## config.mk

```make
export PLATFORM = sky130hd
export DESIGN_NAME = fc_vote_filter
export DESIGN_NICKNAME = d
export VERILOG_FILES = /design/src/rtl/fc_vote_filter.sv
export SDC_FILE = /design/constraint.sdc
export NUM_CORES = 1
export LEC_CHECK = 0
export BUFFER_PORTS_ARGS = -buffer_cell sky130_fd_sc_hd__buf_2
export CORE_ASPECT_RATIO = 0.6
export CORE_MARGIN = 2
export CORE_UTILIZATION = 44
export CTS_CLUSTER_DIAMETER = 80
export DETAILED_ROUTE_END_ITERATION = 8
export PLACE_DENSITY = 0.69
export SYNTH_ARGS = -nofsm -noshare
export SYNTH_HDL_FRONTEND = slang
export SYNTH_SLANG_ARGS = --single-unit
```

## constraint.sdc

```tcl
create_clock -name clk -period 8.48 [get_ports clk]
set_clock_uncertainty 0.05 [all_clocks]
set_input_delay 0.848 -clock clk [delete_from_list [all_inputs] [get_ports clk]]
set_output_delay 0.848 -clock clk [all_outputs]
set_load 0.05 [all_outputs]
```

## src/rtl/fc_vote_filter.sv

```systemverilog
// fc_vote_filter: sliding-window majority vote over per-frame classifier results.
// Each rising edge of the classifier valid flag lands one class index in a 1-deep
// pending slot. The FSM then updates the history and histogram, scans the bins for
// the lowest-index maximum, and publishes the winner once its count reaches THRESH.
// Optional build macro: VOTE_CHANGE_ONLY_EN. When it is defined, a publish strobes
// only if the winner differs from the last published class, or if it is the first
// publish since reset or clear.
module fc_vote_filter #(
    parameter int unsigned NUM_CLASS = 27,
    parameter int unsigned WINDOW    = 8,
    parameter int unsigned THRESH    = 5,
    parameter int unsigned CW        = 5
) (
    input  logic          clk,
    input  logic          rst_n,
    input  logic          i_clear,
    input  logic          i_fc_result_out_valid,
    input  logic [4:0]    i_fc_result_out,
    output logic          o_vote_valid,
    output logic [4:0]    o_vote_class,
    output logic [CW-1:0] o_vote_count,
    output logic [CW-1:0] o_fill,
    output logic          o_busy,
    output logic          o_overflow
);

    localparam int unsigned CLS_W = 5;

    typedef enum logic [1:0] {
        S_IDLE    = 2'd0,
        S_UPDATE  = 2'd1,
        S_SCAN    = 2'd2,
        S_PUBLISH = 2'd3
    } state_e;

    state_e             state_q, state_d;
    logic               valid_q, valid_d;
    logic               pend_q, pend_d;
    logic [CLS_W-1:0]   pend_cls_q, pend_cls_d;
    logic [CLS_W-1:0]   new_cls_q, new_cls_d;
    logic [CLS_W-1:0]   win_q [WINDOW];
    logic [CLS_W-1:0]   win_d [WINDOW];
    logic [CW-1:0]      hist_q [NUM_CLASS];
    logic [CW-1:0]      hist_d [NUM_CLASS];
    logic [CW-1:0]      fill_q, fill_d;
    logic [CLS_W-1:0]   scan_k_q, scan_k_d;
    logic [CLS_W-1:0]   best_cls_q, best_cls_d;
    logic [CW-1:0]      best_cnt_q, best_cnt_d;
    logic               vote_valid_q, vote_valid_d;
    logic [CLS_W-1:0]   vote_cls_q, vote_cls_d;
    logic [CW-1:0]      vote_cnt_q, vote_cnt_d;
    logic               busy_q, busy_d;
    logic               ovf_q, ovf_d;
`ifdef VOTE_CHANGE_ONLY_EN
    logic               pub_seen_q, pub_seen_d;
`endif

    logic               event_c;
    logic               in_range_c;
    logic               publish_c;
    logic [CLS_W-1:0]   evict_c;

    assign event_c    = i_fc_result_out_valid & ~valid_q;
    assign in_range_c = 32'(i_fc_result_out) < NUM_CLASS;
    assign evict_c    = win_q[WINDOW-1];

    // Publish qualification for the current scan result
`ifdef VOTE_CHANGE_ONLY_EN
    assign publish_c = (best_cnt_q >= CW'(THRESH)) &&
                       (!pub_seen_q || (best_cls_q != vote_cls_q));
`else
    assign publish_c = (best_cnt_q >= CW'(THRESH));
`endif

    // State register
    always_ff @(posedge clk) begin
        if (!rst_n) begin
            state_q <= S_IDLE;
        end else begin
            state_q <= state_d;
        end
    end

    // Next-state, datapath updates, event capture and clear
    always_comb begin
        state_d      = state_q;
        valid_d      = i_fc_result_out_valid;
        pend_d       = pend_q;
        pend_cls_d   = pend_cls_q;
        new_cls_d    = new_cls_q;
        win_d        = win_q;
        hist_d       = hist_q;
        fill_d       = fill_q;
        scan_k_d     = scan_k_q;
        best_cls_d   = best_cls_q;
        best_cnt_d   = best_cnt_q;
        vote_valid_d = 1'b0;
        vote_cls_d   = vote_cls_q;
        vote_cnt_d   = vote_cnt_q;
        ovf_d        = ovf_q;
`ifdef VOTE_CHANGE_ONLY_EN
        pub_seen_d   = pub_seen_q;
`endif

        case (state_q)
            S_IDLE: begin
                if (pend_q) begin
                    new_cls_d = pend_cls_q;
                    pend_d    = 1'b0;
                    state_d   = S_UPDATE;
                end
            end
            S_UPDATE: begin
                for (int i = 1; i < int'(WINDOW); i++) begin
                    win_d[i] = win_q[i-1];
                end
                win_d[0] = new_cls_q;
                if (fill_q == CW'(WINDOW)) begin
                    // Equal new and evicted classes leave the bin unchanged
                    if (evict_c != new_cls_q) begin
                        hist_d[new_cls_q] = hist_q[new_cls_q] + CW'(1);
                        hist_d[evict_c]   = hist_q[evict_c] - CW'(1);
                    end
                end else begin
                    hist_d[new_cls_q] = hist_q[new_cls_q] + CW'(1);
                    fill_d            = fill_q + CW'(1);
                end
                scan_k_d   = '0;
                best_cls_d = '0;
                best_cnt_d = '0;
                state_d    = S_SCAN;
            end
            S_SCAN: begin
                // Strict compare keeps the lowest index on ties
                if (hist_q[scan_k_q] > best_cnt_q) begin
                    best_cnt_d = hist_q[scan_k_q];
                    best_cls_d = scan_k_q;
                end
                if (scan_k_q == CLS_W'(NUM_CLASS - 1)) begin
                    state_d = S_PUBLISH;
                end else begin
                    scan_k_d = scan_k_q + CLS_W'(1);
                end
            end
            S_PUBLISH: begin
                if (publish_c) begin
                    vote_valid_d = 1'b1;
                    vote_cls_d   = best_cls_q;
                    vote_cnt_d   = best_cnt_q;
`ifdef VOTE_CHANGE_ONLY_EN
                    pub_seen_d   = 1'b1;
`endif
                end
                state_d = S_IDLE;
            end
            default: state_d = S_IDLE;
        endcase

        // New result goes to the pending slot unless it is still occupied
        if (event_c && in_range_c) begin
            if (pend_q) begin
                ovf_d = 1'b1;
            end else begin
                pend_d     = 1'b1;
                pend_cls_d = i_fc_result_out;
            end
        end

        // Clear flushes everything except the last published result
        if (i_clear) begin
            state_d      = S_IDLE;
            pend_d       = 1'b0;
            win_d        = '{default: '0};
            hist_d       = '{default: '0};
            fill_d       = '0;
            ovf_d        = 1'b0;
            vote_valid_d = 1'b0;
`ifdef VOTE_CHANGE_ONLY_EN
            pub_seen_d   = 1'b0;
`endif
        end

        busy_d = (state_d != S_IDLE);
    end

    // Datapath registers
    always_ff @(posedge clk) begin
        if (!rst_n) begin
            valid_q      <= 1'b0;
            pend_q       <= 1'b0;
            pend_cls_q   <= '0;
            new_cls_q    <= '0;
            win_q        <= '{default: '0};
            hist_q       <= '{default: '0};
            fill_q       <= '0;
            scan_k_q     <= '0;
            best_cls_q   <= '0;
            best_cnt_q   <= '0;
            vote_valid_q <= 1'b0;
            vote_cls_q   <= '0;
            vote_cnt_q   <= '0;
            busy_q       <= 1'b0;
            ovf_q        <= 1'b0;
`ifdef VOTE_CHANGE_ONLY_EN
            pub_seen_q   <= 1'b0;
`endif
        end else begin
            valid_q      <= valid_d;
            pend_q       <= pend_d;
            pend_cls_q   <= pend_cls_d;
            new_cls_q    <= new_cls_d;
            win_q        <= win_d;
            hist_q       <= hist_d;
            fill_q       <= fill_d;
            scan_k_q     <= scan_k_d;
            best_cls_q   <= best_cls_d;
            best_cnt_q   <= best_cnt_d;
            vote_valid_q <= vote_valid_d;
            vote_cls_q   <= vote_cls_d;
            vote_cnt_q   <= vote_cnt_d;
            busy_q       <= busy_d;
            ovf_q        <= ovf_d;
`ifdef VOTE_CHANGE_ONLY_EN
            pub_seen_q   <= pub_seen_d;
`endif
        end
    end

    assign o_vote_valid = vote_valid_q;
    assign o_vote_class = vote_cls_q;
    assign o_vote_count = vote_cnt_q;
    assign o_fill       = fill_q;
    assign o_busy       = busy_q;
    assign o_overflow   = ovf_q;

endmodule
```

==> impl_metrics.sql <==
INSERT INTO impl_metrics (metric_group, metric, value, unit) VALUES
('grt', 'grt_max_degree', '79', ''),
('power_and_ir_drop', 'pwr-share-comb', '0.033', ''),
('grt', 'vias_in_the_first_global_route', '12040', ''),
('clock_tree', 'clock_latency', '0.54', 'ns'),
('place', 'placed_cell_area', '14100', 'um2'),
('timing', 'layout_setup_ws', '3.259', 'ns'),
('clock_tree', 'cts.htree.levels', '1', ''),
('power_and_ir_drop', 'clock_power_share', '0.484', ''),
('timing', 'maxSlewHeadroom', '0.03758', ''),
('place', 'gp_congestion', '1.043', ''),
('synth', 'ys_ff_latch', '222', ''),
('detailed_routing', 'detail_route.iter0.violations', '2379', ''),
('critical_path', 'cp_data_required_time', '8.77', 'ns'),
('synth', 'synthesis.area_per_instance', '8.925', 'um2'),
('die', 'io_pins', '27', ''),
('timing', 'finalWorstPathRequiredPeriod', '5.221', 'ns'),
('clock_tree', 'cell_at_the_root_of_the_clock_tree', 'sky130_fd_sc_hd__clkbuf_16', ''),
('synth', 'netlist-cell-type-count', '69', ''),
('timing', 'timing_hold_violations_final', '0', ''),
('finish', 'final.fill_count', '2999', ''),
('finish', 'drive_above_1_share', '0.1543', ''),
('power_and_ir_drop', 'power', '2.169', 'mW'),
('run_status', 'status', 'finished, final reports clean', ''),
('synth', 'cell_count_after_synthesis', '1547', ''),
('clock_tree', 'clkSinkCount', '222', ''),
('finish', 'fin_area', '14850', 'um2'),
('finish', 'highest_count_cells_in_the_layout_ignoring_fill_and_taps', 'sky130_fd_sc_hd__dfxtp_1 (216), sky130_fd_sc_hd__nor2_1 (206), sky130_fd_sc_hd__nand2_1 (125)', ''),
('place', 'port-buffer-count', '26', ''),
('clock_tree', 'cts.reportedPaths.clkPinSlew', '0.06', 'ns'),
('critical_path', 'cp-start-kind', 'flop', ''),
('detailed_routing', 'wl', '54.03', 'mm'),
('die', 'placement_rows', '50', ''),
('critical_path', 'cp_slowest_stage_delay', '1.03', 'ns'),
('clock_tree', 'tritoncts', 'done', ''),
('critical_path', 'worst-path-max-fanout', '35', ''),
('power_and_ir_drop', 'sw_frac_of_total', '0.2388', ''),
('detailed_routing', 'dr_total_vias', '13450', ''),
('detailed_routing', 'postRouteAntennaNets', '0', ''),
('clock_tree', 'number_of_instances_resized_during_post_cts_repair', '0', ''),
('power_and_ir_drop', 'cellPowerDensity', '146.1', 'nW/um2'),
('detailed_routing', 'vias_per_cell', '7.005', ''),
('finish', 'net_count_reported_at_finish', '1513', ''),
('timing', 'report.final.setup_viol', '0', ''),
('die', 'die-width', '232.7', 'um'),
('critical_path', 'setup.reg_to_reg.worst_slack', '3.26', 'ns'),
('die', 'die_area', '32860', 'um2'),
('detailed_routing', 'detail_route.first_pass.iterations', '7', ''),
('place', 'pre_cts_slack', '3.544', 'ns'),
('timing', 'finalSetupTns', '0', 'ns'),
('critical_path', 'timing.critical_path.arrival', '5.51', 'ns'),
('finish', 'final_common_cell', 'sky130_fd_sc_hd__dfxtp_1', ''),
('die', 'core_area', '31030', 'um2'),
('power_and_ir_drop', 'p_leak', '4.560', 'nW'),
('critical_path', 'critical_path_class', 'flop to flop', ''),
('timing', 'rsz0062_at_grt', 'no', ''),
('min_path', 'min_path_type', 'flop to flop', ''),
('clock_tree', 'clk_path_buf_depth', '3', ''),
('die', 'die_y', '141.2', 'um'),
('timing', 'min_period_over_period', '0.6157', ''),
('detailed_routing', 'average_wire_length_per_cell_after_detail_routing', '28.14', 'um'),
('power_and_ir_drop', 'ir_worst_vdd', '0.0001149', 'V'),
('finish', 'utilization', '0.4785', ''),
('critical_path', 'crit_path_buffers_inverters', '2', ''),
('critical_path', 'cp_top_family', 'compound AO/OA/AOI/OAI gates', ''),
('clock_tree', 'tritoncts.num_buffers', '23', ''),
('grt', 'antenna_found_initial', '0', ''),
('die', 'initial_core_util', '0.4450', ''),
('finish', 'layoutNonFillerInstCount', '1920', ''),
('synth', 'proportion_of_register_bits_with_asynchronous_set_or_reset_after_synthesis', '0', ''),
('timing', 'worstMarginPinSlew', '1.438', 'ns'),
('synth', 'synth_seq_area_share', '0.3219', '');
worst min-delay path: stages (launching register included):
cell	delay, ns
sky130_fd_sc_hd__dfxtp_1	0.32
sky130_fd_sc_hd__a21oi_1	0.04
sky130_fd_sc_hd__nor2_1	0.07
synthesized netlist by cell type, drive strengths merged (6+ instances only):
library cell | count | share of area
dfxtp | 222 | 0.32
nor2 | 208 | 0.057
nand2 | 127 | 0.035
o21ai | 107 | 0.039
mux2i | 102 | 0.074
a21oi | 92 | 0.034
mux4 | 81 | 0.13
buf | 73 | 0.029
clkbuf | 61 | 0.017
o221ai | 57 | 0.045
o211ai | 56 | 0.030
nand3 | 41 | 0.015
o22ai | 36 | 0.016
a221oi | 30 | 0.019
and3 | 29 | 0.013
nor2b | 25 | 0.011
nor3 | 25 | 0.0091
inv | 20 | 0.0054
ha | 16 | 0.014
a21boi | 15 | 0.0082
nand2b | 15 | 0.0068
a22oi | 11 | 0.0060
and2 | 11 | 0.0052
nand3b | 10 | 0.0054
xor2 | 10 | 0.0063
mux2 | 9 | 0.0073
xnor2 | 6 | 0.0049
final cells by class:
type	count	share of cell area
Tap cell	416	0.03505
Inverter	20	0.005056
Clock inverter	12	0.008342
Sequential cell	222	0.2998
Timing Repair Buffer	50	0.02090
Multi-Input combinational cell	1171	0.5886
Clock buffer	29	0.04230
registers in the layout, summed over array words and instances (netlist names):
name          cells
best_cnt_q        5
pend_q            1
pend_cls_q        5
o_fill            5
valid_q           1
new_cls_q         5
win_q            35
o_busy            1
best_cls_q        5
o_overflow        1
scan_k_q          5
evict_c           5
o_vote_count      5
o_vote_class      5
hist_q          135
state_q           2
o_vote_valid      1
power groups by stage:
stage	Combinational [mW]	Clock (mW)	Sequential (mW)
4_1_cts	0.0691	1.05	1.05
3_3_place_gp	0.0687	0	1.07
6_report	0.0721	1.05	1.05
3_5_place_dp	0.0690	0	1.07
2_1_floorplan	0.0465	0	1.07
5_1_grt	0.0746	1.10	1.05
cells by family after synthesis:
group | Yosys count | synth area share
multiplexers | 192 | 0.2134
adder cells (fa/ha/maj) | 16 | 0.01450
AO/OA/AOI/OAI | 428 | 0.2138
AND/OR/NAND/NOR | 519 | 0.1742
buffers and inverters | 154 | 0.05102
flip-flops | 222 | 0.3219
XOR/XNOR | 16 | 0.01124
final timing paths:
check | startpoint | depth (start not counted) | end
max | evict_c[1] | 10 | hist_q[57]
min | o_overflow | 2 | o_overflow
max reg2reg | evict_c[1] | 10 | hist_q[57]
min reg2reg | o_overflow | 2 | o_overflow
metal layers:
layer,global-route usage,part of all wire,up-vias
met3,0.1614,0.19,126
met1,0.4869,0.42,6431
met4,0.07543,0.027,0
met5,0.007440,0,-
li1,-,-,5702
met2,0.4035,0.36,1190
(Power assumes the default switching activity.)
